File: src/rtl/perceptron_ser_if.sv
// Handshake and result bundle between the image source (master) and perceptron_ser (slave).
interface perceptron_ser_if #(
  parameter int N_IN = 25,
  parameter int WW   = 8
);
  localparam int SW = WW + $clog2(N_IN + 1) + 1;

  logic                 start;
  logic [N_IN-1:0]      in;
  logic                 train;
  logic                 label;
  logic                 ready;
  logic                 done;
  logic                 out_class;
  logic signed [SW-1:0] score;
  logic                 updated;

  modport master (
    output start, in, train, label,
    input  ready, done, out_class, score, updated
  );

  modport slave (
    input  start, in, train, label,
    output ready, done, out_class, score, updated
  );
endinterface

File: src/rtl/perceptron_ser.sv
// Serial perceptron: one pixel per cycle MAC, then optional on-line perceptron-rule update.
// Define PERCEPTRON_SAT_EN to make weight/bias updates saturate instead of wrapping.
module perceptron_ser #(
  parameter int N_IN = 25,
  parameter int WW   = 8,
  parameter int LR   = 1
) (
  input logic             clk,
  input logic             rst,
  perceptron_ser_if.slave bus
);
  localparam int SW = WW + $clog2(N_IN + 1) + 1;
  localparam int IW = $clog2(N_IN + 1);
  localparam logic [IW-1:0] LAST_IDX = IW'(N_IN - 1);
  localparam logic [IW-1:0] BIAS_IDX = IW'(N_IN);
  localparam logic signed [WW+1:0] LR_EXT = (WW + 2)'(LR);

  typedef enum logic [2:0] {IDLE, ACC, CMP, UPD, DONE} state_t;

  state_t               state;
  logic [N_IN-1:0]      in_q;
  logic                 train_q;
  logic                 label_q;
  logic [IW-1:0]        idx;
  logic signed [SW-1:0] acc;
  logic signed [WW-1:0] w [N_IN];
  logic signed [WW-1:0] bias;
  logic                 cls;

  // Two guard bits hold v +/- LR exactly (LR may equal 2^(WW-1)) before wrap or clamp.
  function automatic logic signed [WW-1:0] step(input logic signed [WW-1:0] v, input logic up);
    logic signed [WW+1:0] t;
`ifdef PERCEPTRON_SAT_EN
    logic signed [WW+1:0] max_ext;
    logic signed [WW+1:0] min_ext;
    max_ext = {3'b000, {(WW-1){1'b1}}};
    min_ext = {3'b111, {(WW-1){1'b0}}};
`endif
    t = (WW + 2)'(v) + (up ? LR_EXT : -LR_EXT);
`ifdef PERCEPTRON_SAT_EN
    if (t > max_ext)      t = max_ext;
    else if (t < min_ext) t = min_ext;
`endif
    return WW'(t);
  endfunction

  always_comb begin
    cls = (acc > 0);
  end

  always_ff @(posedge clk or posedge rst) begin
    if (rst) begin
      state         <= IDLE;
      bus.ready     <= 1'b1;
      bus.done      <= 1'b0;
      bus.out_class <= 1'b0;
      bus.score     <= '0;
      bus.updated   <= 1'b0;
      in_q          <= '0;
      train_q       <= 1'b0;
      label_q       <= 1'b0;
      idx           <= '0;
      acc           <= '0;
      bias          <= '0;
      for (int unsigned i = 0; i < N_IN; i++) w[i] <= '0;
    end else begin
      case (state)
        IDLE: begin
          if (bus.start) begin
            in_q      <= bus.in;
            train_q   <= bus.train;
            label_q   <= bus.label;
            acc       <= SW'(bias);
            idx       <= '0;
            bus.ready <= 1'b0;
            state     <= ACC;
          end
        end
        ACC: begin
          if (in_q[idx]) acc <= acc + SW'(w[idx]);
          idx <= idx + 1'b1;
          if (idx == LAST_IDX) state <= CMP;
        end
        CMP: begin
          bus.score     <= acc;
          bus.out_class <= cls;
          if (train_q && (cls != label_q)) begin
            idx   <= '0;
            state <= UPD;
          end else begin
            bus.updated <= 1'b0;
            bus.done    <= 1'b1;
            state       <= DONE;
          end
        end
        UPD: begin
          // idx == N_IN is the extra cycle that steps the bias.
          if (idx == BIAS_IDX) begin
            bias        <= step(bias, label_q);
            bus.updated <= 1'b1;
            bus.done    <= 1'b1;
            state       <= DONE;
          end else begin
            if (in_q[idx]) w[idx] <= step(w[idx], label_q);
            idx <= idx + 1'b1;
          end
        end
        DONE: begin
          bus.done  <= 1'b0;
          bus.ready <= 1'b1;
          state     <= IDLE;
        end
        default: state <= IDLE;
      endcase
    end
  end
endmodule

File: src/flat_wrapper.sv
// flat-port wrapper written by rule: the top's interface ports become plain ports
module perceptron_ser_flat 
#(
  parameter int N_IN = 25,
  parameter int WW   = 8,
  parameter int LR   = 1
)
  (clk, rst, bus_start, bus_in, bus_train, bus_label, bus_ready, bus_done, bus_out_class, bus_score, bus_updated);
  perceptron_ser_if #(.N_IN(N_IN), .WW(WW)) bus_i ();
  input logic clk;
  input logic rst;
  input wire logic [$bits(bus_i.start)-1:0] bus_start;
  input wire logic [$bits(bus_i.in)-1:0] bus_in;
  input wire logic [$bits(bus_i.train)-1:0] bus_train;
  input wire logic [$bits(bus_i.label)-1:0] bus_label;
  output wire logic [$bits(bus_i.ready)-1:0] bus_ready;
  output wire logic [$bits(bus_i.done)-1:0] bus_done;
  output wire logic [$bits(bus_i.out_class)-1:0] bus_out_class;
  output wire logic [$bits(bus_i.score)-1:0] bus_score;
  output wire logic [$bits(bus_i.updated)-1:0] bus_updated;
  assign bus_i.start = bus_start;
  assign bus_i.in = bus_in;
  assign bus_i.train = bus_train;
  assign bus_i.label = bus_label;
  assign bus_ready = bus_i.ready;
  assign bus_done = bus_i.done;
  assign bus_out_class = bus_i.out_class;
  assign bus_score = bus_i.score;
  assign bus_updated = bus_i.updated;
  perceptron_ser #(.N_IN(N_IN), .WW(WW), .LR(LR)) u_core (.clk(clk), .rst(rst), .bus(bus_i));
endmodule
File: config.mk
export PLATFORM = sky130hd
export DESIGN_NAME = perceptron_ser_flat
export DESIGN_NICKNAME = d
export VERILOG_FILES = /design/src/rtl/perceptron_ser_if.sv /design/src/rtl/perceptron_ser.sv /design/src/flat_wrapper.sv
export SDC_FILE = /design/constraint.sdc
export NUM_CORES = 1
export LEC_CHECK = 0
export CAP_MARGIN = 20
export CELL_PAD_IN_SITES_DETAIL_PLACEMENT = 1
export CELL_PAD_IN_SITES_GLOBAL_PLACEMENT = 2
export CORE_MARGIN = 4
export CORE_UTILIZATION = 31
export DETAILED_ROUTE_END_ITERATION = 8
export GPL_TIMING_DRIVEN = 0
export PLACE_DENSITY_LB_ADDON = 0.1
export SLEW_MARGIN = 20
export SYNTH_ARGS = -nofsm -noshare
export SYNTH_HDL_FRONTEND = slang
export SYNTH_SLANG_ARGS = --single-unit
File: constraint.sdc
create_clock -name clk -period 10.3 [get_ports clk]
set_input_delay 2.06 -clock clk [delete_from_list [all_inputs] [get_ports clk]]
set_output_delay 2.06 -clock clk [all_outputs]
set_load 0.01 [all_outputs]
==> results list, run 1 <==
- In the final routed layout, each cell accounts on average for roughly 24 um.
- Total Die Area: about 47,000 um^2
* Drt first pass iters: 5
* Met3 Resource Use GR: 2.84%
- After detailed routing, the total wire length is approximately 44,000 um.
* Maximum number of pins on one net before global-route repair: 100
* Cell at the root of the clock tree: sky130_fd_sc_hd__clkbuf_16
- Hold violation count in the final report: 0
* Overall via count from detail_route: 9,560
- Dividing the final minimum period by the clock period gives about 66%.
- Global routing used a little under a fifth of the available tracks.
* Final Net Count: 1,305
- Number of nets produced by synthesis: roughly 1,200
- For this run, design rule violations remaining after detail routing come to 0.
- In this run the cell area of the synthesized design comes to 13,600 um^2.
* Setup Viol. Count Final: 0
- Initial Util: between 30% and 40%
- The longest clock path from root to sink contains 3 buffers.
- The slowest stage of the critical path is the sky130_fd_sc_hd__clkbuf_1 cell.
* EDFF count, synth: 0
* Overflow left after global routing: 0
* Minimum clock period: 6.83 ns
* Initial antenna violation count: 0
- By area the synthesized netlist is led by sky130_fd_sc_hd__dfrtp_1 50%, sky130_fd_sc_hd__mux2_2 9.9%, sky130_fd_sc_hd__mux4_2 8.6%, sky130_fd_sc_hd__nand2_1 5.5%, sky130_fd_sc_hd__o21ai_0 4.0%.
* Crit end category: flop
- The number of gates resized after CTS was 0.
* Antenna diode instance count: 0
- Unrepaired setup endpoints after global routing: no
* Number of filler instances in the final layout: 4,736
* Highest attainable clock frequency: approximately 150 MHz
- Ports: 48
* Number of buffer cells added on primary ports: 47
* #FFs+latches synth: approximately 280
- Worst min-delay path startpoint: u_core.w[189]
- Measured along the y axis, the die boundary spans 217 um.
- PnR worst setup slack: 3.47 ns
* Post-synth top area cell: sky130_fd_sc_hd__dfrtp_1
* RR Startpoint: u_core.idx[1]
- Vias per inst: 5.17
- In the synthesized netlist the dominant register cell turns out to be sky130_fd_sc_hd__dfrtp_1.
- Summing the sequential cell areas from Yosys gives 50.6% of the chip area.
* Startpoint class of the critical path: flop
- DP Worst Slack: 3.33 ns
* Transition time at the pin with the least slew margin: 1.02 ns
- The largest single stage delay on the critical path is between 0.8 and 0.9 ns.
- In this run the static leakage power is about 7.5 nW.
- Detailed Place HPWL: 31,400 um
- Clock sink count: ~280
* Global Route met2 Usage: 31.2%
- Data arrives at the worst endpoint at approximately 7.3 ns.
- Of all flip-flops after synthesis, the portion carrying an async set or reset was 100%.
- The layer flagged by global routing as most heavily used is met2.
- Dividing the synthesized area by the synthesized cell count gives 11.8 um^2.
- Counting distinct cell types in the post-synthesis netlist gives 68.
- On the critical path the largest part of the delay comes from buffers and inverters.
* Buffers inserted by post-CTS timing repair: 0
- Maximum fanout along the worst path: 10
- Post-cts hold buffer count: 0
- The critical path goes through buf_2 > buf_6 > buf_2 > buf_1 > clkbuf_1 > mux4_2 > mux2i_1 > o221ai_1 > ha_1 > clkbuf_1 > a21oi_1 > o21bai_1 > a21oi_1 > xnor2_1 > clkbuf_1 > mux2_2.
- Clock transition at path regs: ~0.060 ns
- Post-placement cell area: 14,900 um^2
- Buffers inserted during clock tree synthesis total 35.
- Source-to-sink clock delay at the later pin of the worst-skew pair: 0.56 ns
- Proportion of layout cells with a drive suffix above 1: approximately 22%
- Hold Crit Class: flop to flop
- The cell that appears most often on the critical path is sky130_fd_sc_hd__clkbuf_1.
* Final Cell Area: 16,100 um^2
* Dominant cell by count in the synthesized netlist: sky130_fd_sc_hd__dfrtp_1
* Final antenna-violating net count: 0
- For the final database, setup skew stands at 0.0276 ns.
* Violation count after the first detailed-route iteration: 658
* Most frequent cells after synthesis: 274 x sky130_fd_sc_hd__dfrtp_1, 200 x sky130_fd_sc_hd__nand2_1, 120 x sky130_fd_sc_hd__mux2_2
* Area share of the largest cell type after synthesis: 50.4%
* Path depth of the worst reg2reg path: 16
* Total Negative Setup Slacks: 0 ns
- CP Data Required Time: 10.78 ns
- Once layout is complete, the utilization of the core stands at 37.2%.
- Max transition margin: 31.3%
* Power density over cell area: 272 nW/um^2
- From left edge to right edge, the die measures 217 um.
- Total number of placement rows: 76
- Critical register-to-register path endpoint: u_core.w[118]
- After floorplanning, the core was sized to cover between 40,000 and 50,000 um^2.
- Final hold analysis gives a worst-case slack of 0.473 ns.
- The via count of the first global-routing pass is a little over 10,000.
* Global routing usage on met1: approximately a quarter
- The flow ran to the end, and the final reports show no timing, DRC or antenna violations.
- Final weighted congestion in routability-driven placement: 0.807
- The H-tree was split into 2 levels.
- VDD sags by at most 0.000108 V.
- Across all register-to-register paths, the minimum setup slack is 3.47 ns.
- The tool flagged a number of max-cap violations equal to 0.
* Class of the most critical setup path: flop to flop
- CTS tree: built
* Sum of buffers and inverters on the critical path: 7
- For this run, the number of Yosys warnings is 0.
- Worst Hold End: u_core.w[189]
- Gate Count Post-Synth: 1,156
- Area delta synth->final: 18.2%
* Number of max-slew violations in the final report: 0
- Instance count along the most critical hold path: 2
- The first global-routing pass estimated 67,900 um of wire.
area by class of cell:
type / instances / area, um^2 / area share [%]
clock buffer: 49 / 978 / 6.09
buffer: 70 / 340 / 2.12
clock inverter: 10 / 209 / 1.30
tap: 585 / 732 / 4.55
timing repair buffer: 50 / 553 / 3.44
sequential: 275 / 6880 / 42.8
inverter: 17 / 71.3 / 0.444
multi-input combinational: 794 / 6310 / 39.2
layer usage:
layer  wire, um  vias up
met2      21100      148
met1      20500     5023
met4        973        0
met3       1550       50
li1           -     4339
met5          0        -
cell usage in the layout, fill, tap and decap left out, types with 10 or more instances in the layout:
cell type                         netlist  routed
sky130_fd_sc_hd__mux2_1                12      12
sky130_fd_sc_hd__o21ai_0              108     108
sky130_fd_sc_hd__inv_1                 16      15
sky130_fd_sc_hd__a22oi_1               13      13
sky130_fd_sc_hd__clkbuf_1              30      39
sky130_fd_sc_hd__buf_2                 23      23
sky130_fd_sc_hd__xnor2_1               17      17
sky130_fd_sc_hd__ha_1                  29      29
sky130_fd_sc_hd__dfrtp_1              274     274
sky130_fd_sc_hd__nand4_1               13      13
sky130_fd_sc_hd__nand2_1              200     200
sky130_fd_sc_hd__nor2_1                33      33
sky130_fd_sc_hd__mux4_2                52      52
sky130_fd_sc_hd__xor2_1                10      10
sky130_fd_sc_hd__clkdlybuf4s50_1        0      47
sky130_fd_sc_hd__mux2i_1               16      16
sky130_fd_sc_hd__clkbuf_16              0      35
sky130_fd_sc_hd__a21oi_1               32      32
sky130_fd_sc_hd__mux2_2               120     120
state kept, by name (all words and copies together), names as in the netlist, 3 cells and up:
signal,cells
u_core.idx,5
u_core.acc,14
u_core.bus.score,14
u_core.bias,8
u_core.w,200
u_core.in_q,25
u_core.state,3
through the flow:
step                total power [mW]  cells
floorplan                       2.38   1156
global placement                3.11   1788
detailed placement              3.12   1791
CTS                             4.46   1850
global route                    4.65   1850
finish                          4.38   1850
worst max path at each step:
stage | startpoint | end | slack, ns | cells after the start
global placement | rst | u_core.in_q[9] | -3.81 | 2
global route | u_core.idx[1] | u_core.w[182] | 3.14 | 16
CTS | u_core.idx[1] | u_core.w[102] | 3.32 | 16
finish | u_core.idx[1] | u_core.w[118] | 3.47 | 16
detailed placement | u_core.idx[1] | u_core.w[70] | 3.33 | 16
floorplan | rst | u_core.acc[0] | 0.66 | 1
power breakdown:
part           switching [mW]  internal (mW)  total, mW
Combinational            1.22          0.545       1.76
Clock                   0.505          0.793       1.30
Sequential             0.0994           1.21       1.31
Total                    1.82           2.55       4.38
tightest hold or removal path, cell delays in order, from the launching register on:
cell and delay (ns):
sky130_fd_sc_hd__dfrtp_1 0.33, sky130_fd_sc_hd__nand2_1 0.05, sky130_fd_sc_hd__o21ai_0 0.06
logic make-up (layout without fill, tap and decap cells):
logic type               Yosys count  count (layout)  synth area share (%)
AO/OA/AOI/OAI                    215             215                  9.72
AND/OR/NAND/NOR                  319             319                  10.9
adder cells (fa/ha/maj)           32              32                  3.11
multiplexers                     201             201                  20.9
XOR/XNOR                          27              27                  1.74
flip-flops                       275             275                  50.6
buffers and inverters             87             196                  2.97
No activity file was read; power rests on OpenSTA's default activity.
==> inputs of run 2 (changes only) <==
Clock period 10.3 ns to 6.9 ns, I/O delays scaled along.
==> results list, run 2 (synthesis results as in run 1) <==
- After layout, the worst setup slack is 0.361 ns.
- Number of maximum-capacitance violations: 0
* Vias in the first global route: 10,300
* Leakage power of the design: ~7.6 nW
- Final Net Count: between 1,000 and 1,500
* Part of the power in combinational logic: between 40% and 50%
* Fraction of power consumed by sequential logic: 30.8%
- After detailed routing, the number of remaining DRC violations is 0.
- For this design, the sink count on the clock tree is ~280.
- Cells fill 37.4% of the core in the end.
- The critical path ends at u_core.w[118].
* Die Span Y: 217 um
- Number of max-slew violations in the final report: 0
- Reg with most FFs: u_core.w
* Switching power: 2.71 mW
* Unrepaired setup endpoints after global routing: no
- After layout, the worst path uses between 90% and 100% of the clock period.
- Total power: 6.35 mW
- Violation count after the first detailed-route iteration: approximately 560
* R2R setup slack: 0.36 ns
- In the layout the commonest cells are 274 x sky130_fd_sc_hd__dfrtp_1, 200 x sky130_fd_sc_hd__nand2_1, 120 x sky130_fd_sc_hd__mux2_2, 108 x sky130_fd_sc_hd__o21ai_0, 52 x sky130_fd_sc_hd__mux4_2.
- The total overflow left after global routing is 0.
- Critical register-to-register path endpoint: u_core.w[118]
- CTS built an H-tree with a depth of 2.
- Crit end category: flop
* Worst Path Arrival: 7.01 ns
- Maximum number of pins on one net before global-route repair: 34
- The cell sitting at the root of the clock tree is a sky130_fd_sc_hd__clkbuf_16.
* Number of buffer cells added on primary ports: 47
- Hold violation count in the final report: 0
- CTS resizes: 3
- Commonest non-fill, non-tap cell in the layout: sky130_fd_sc_hd__dfrtp_1
- Hold repair after CTS inserted 0 buffers.
- Max transition margin: a little under a third
- Startpoint class of the critical path: flop
* DP Worst Slack: -0.135 ns
- Wirelength, routed: between 40,000 and 50,000 um
* Initial Util: 31.5%
- In this run, CTS created clock tree buffers numbering 35.
* Power density over cell area: around 400 nW/um^2
- The congestion estimate from routability-driven global placement came to 0.810.
- The clock arrives with 0.0242 ns of skew.
- Of the total power, the share spent switching nets is 42.6%.
* CP Data Required Time: about 7.4 ns
- Result of the run: finished, final reports clean
* Buffers inserted by post-CTS timing repair: 0
* Overall via count from detail_route: 9,518
* Highest attainable clock frequency: around 150 MHz
* Internal: 3.65 mW
- Initial antenna violation count: 0
- Post-placement cell area: approximately 15,000 um^2
- The worst hold path belongs to the class flop to flop.
- Setup Viol. Count Final: 0
* Final antenna-violating net count: 0
* Worst setup path start: u_core.idx[1]
- The largest registers in the layout are u_core.w (200), u_core.in_q (25).
* Proportion of layout cells with a drive suffix above 1: 22.9%
- Die W: 217 um
* Class of the most critical setup path: flop to flop
- Counting cells, the worst reg-to-reg path comes to 16.
- Area delta synth->final: 18.6%
* Source-to-sink clock delay at the later pin of the worst-skew pair: 0.54 ns
- Final Cell Area: 16,100 um^2
- Transition time at the pin with the least slew margin: 1.02 ns
* First-pass GRT wire length: between 60,000 and 70,000 um
- # placed instances: 1,800
* Ports: 48
- Across every metal layer, demand over resource in global routing totals 19.3%.
- Maximum fanout along the worst path: 10
* Drt first pass iters: 5
- Clock tree buffer depth: 3
- Total Die Area: 47,300 um^2
- RR Startpoint: u_core.idx[1]
- Dividing the detail-routed wire length by the instance count gives 23.9 um.
- Clock transition at path regs: about 0.060 ns
* Minimum clock period: 6.54 ns
- Vias per inst: about 5.1
* Area of the core: 43,200 um^2
- TritonCTS built the clock tree.
- Once layout is complete, the cells apart from fillers number 1,858.
- The register with the most flip-flops in the layout has 200 of them.
* Worst supply voltage drop on vdd: 0.000166 V
- The floorplan has 76 rows.
- Detailed placement ended at an HPWL of around 32,000 um.
- Clk network pwr share: between 20% and 30%
* Antenna diode instance count: 0
[run 2: critical path, cell delays in order (launching register included)]
cell and delay [ns]:
sky130_fd_sc_hd__dfrtp_1 0.36, sky130_fd_sc_hd__buf_2 0.31, sky130_fd_sc_hd__buf_6 0.24, sky130_fd_sc_hd__buf_2 0.39, sky130_fd_sc_hd__buf_1 0.70, sky130_fd_sc_hd__clkdlybuf4s15_1 0.80, sky130_fd_sc_hd__mux4_2 0.47, sky130_fd_sc_hd__a22o_1 0.23
sky130_fd_sc_hd__a221o_1 0.41, sky130_fd_sc_hd__fa_1 0.50, sky130_fd_sc_hd__a21o_1 0.19, sky130_fd_sc_hd__a21oi_1 0.29, sky130_fd_sc_hd__o21bai_1 0.11, sky130_fd_sc_hd__a21oi_1 0.25, sky130_fd_sc_hd__xnor2_1 0.41, sky130_fd_sc_hd__clkbuf_2 0.52
sky130_fd_sc_hd__mux2_2 0.23
[run 2: metal layers]
layer  vias up  global-route usage [%]  share of wire [%]
met2       133                    31.2                 47
li1       4368                       -                  -
met5         -                       0                  0
met1      4969                    27.4                 47
met4         0                    4.47                2.0
met3        48                    2.98                3.2
[run 2: worst min-delay path by stage]
stage	start	to	slack [ns]	depth (start not counted)
after floorplan	u_core.in_q[10]	u_core.in_q[10]	0.44	2
after global routing	u_core.w[174]	u_core.w[174]	0.50	2
after detailed placement	u_core.in_q[5]	u_core.in_q[5]	0.46	2
after CTS	u_core.in_q[18]	u_core.in_q[18]	0.48	2
after global placement	u_core.in_q[7]	u_core.in_q[7]	0.46	2
final	u_core.in_q[10]	u_core.in_q[10]	0.47	2
[run 2: through the flow]
step | hold WS, ns | TNS, ns
after CTS | 0.478 | 0
after detailed placement | 0.464 | -1.27
final | 0.473 | 0
after global placement | 0.457 | -162.79
after floorplan | 0.440 | 0
after global routing | 0.503 | 0
[run 2: final cells by class]
| type | count | area, um^2 |
|---|---|---|
| multi-input combinational | 794 | 6310 |
| timing repair buffer | 59 | 748 |
| inverter | 17 | 67.6 |
| clock inverter | 4 | 23.8 |
| clock buffer | 54 | 1020 |
| tap | 585 | 732 |
| buffer | 70 | 349 |
| fill | 4724 | 27000 |
| sequential | 275 | 6880 |
[run 2: power by group through the flow]
stage          logic, mW  clock network, mW  registers (mW)
2_1_floorplan       1.62                  0            1.94
3_3_place_gp        2.68                  0            1.99
3_5_place_dp        2.71                  0            1.99
4_1_cts             2.73               1.78            1.96
5_1_grt             2.92               1.86            1.98
6_report            2.68               1.71            1.96
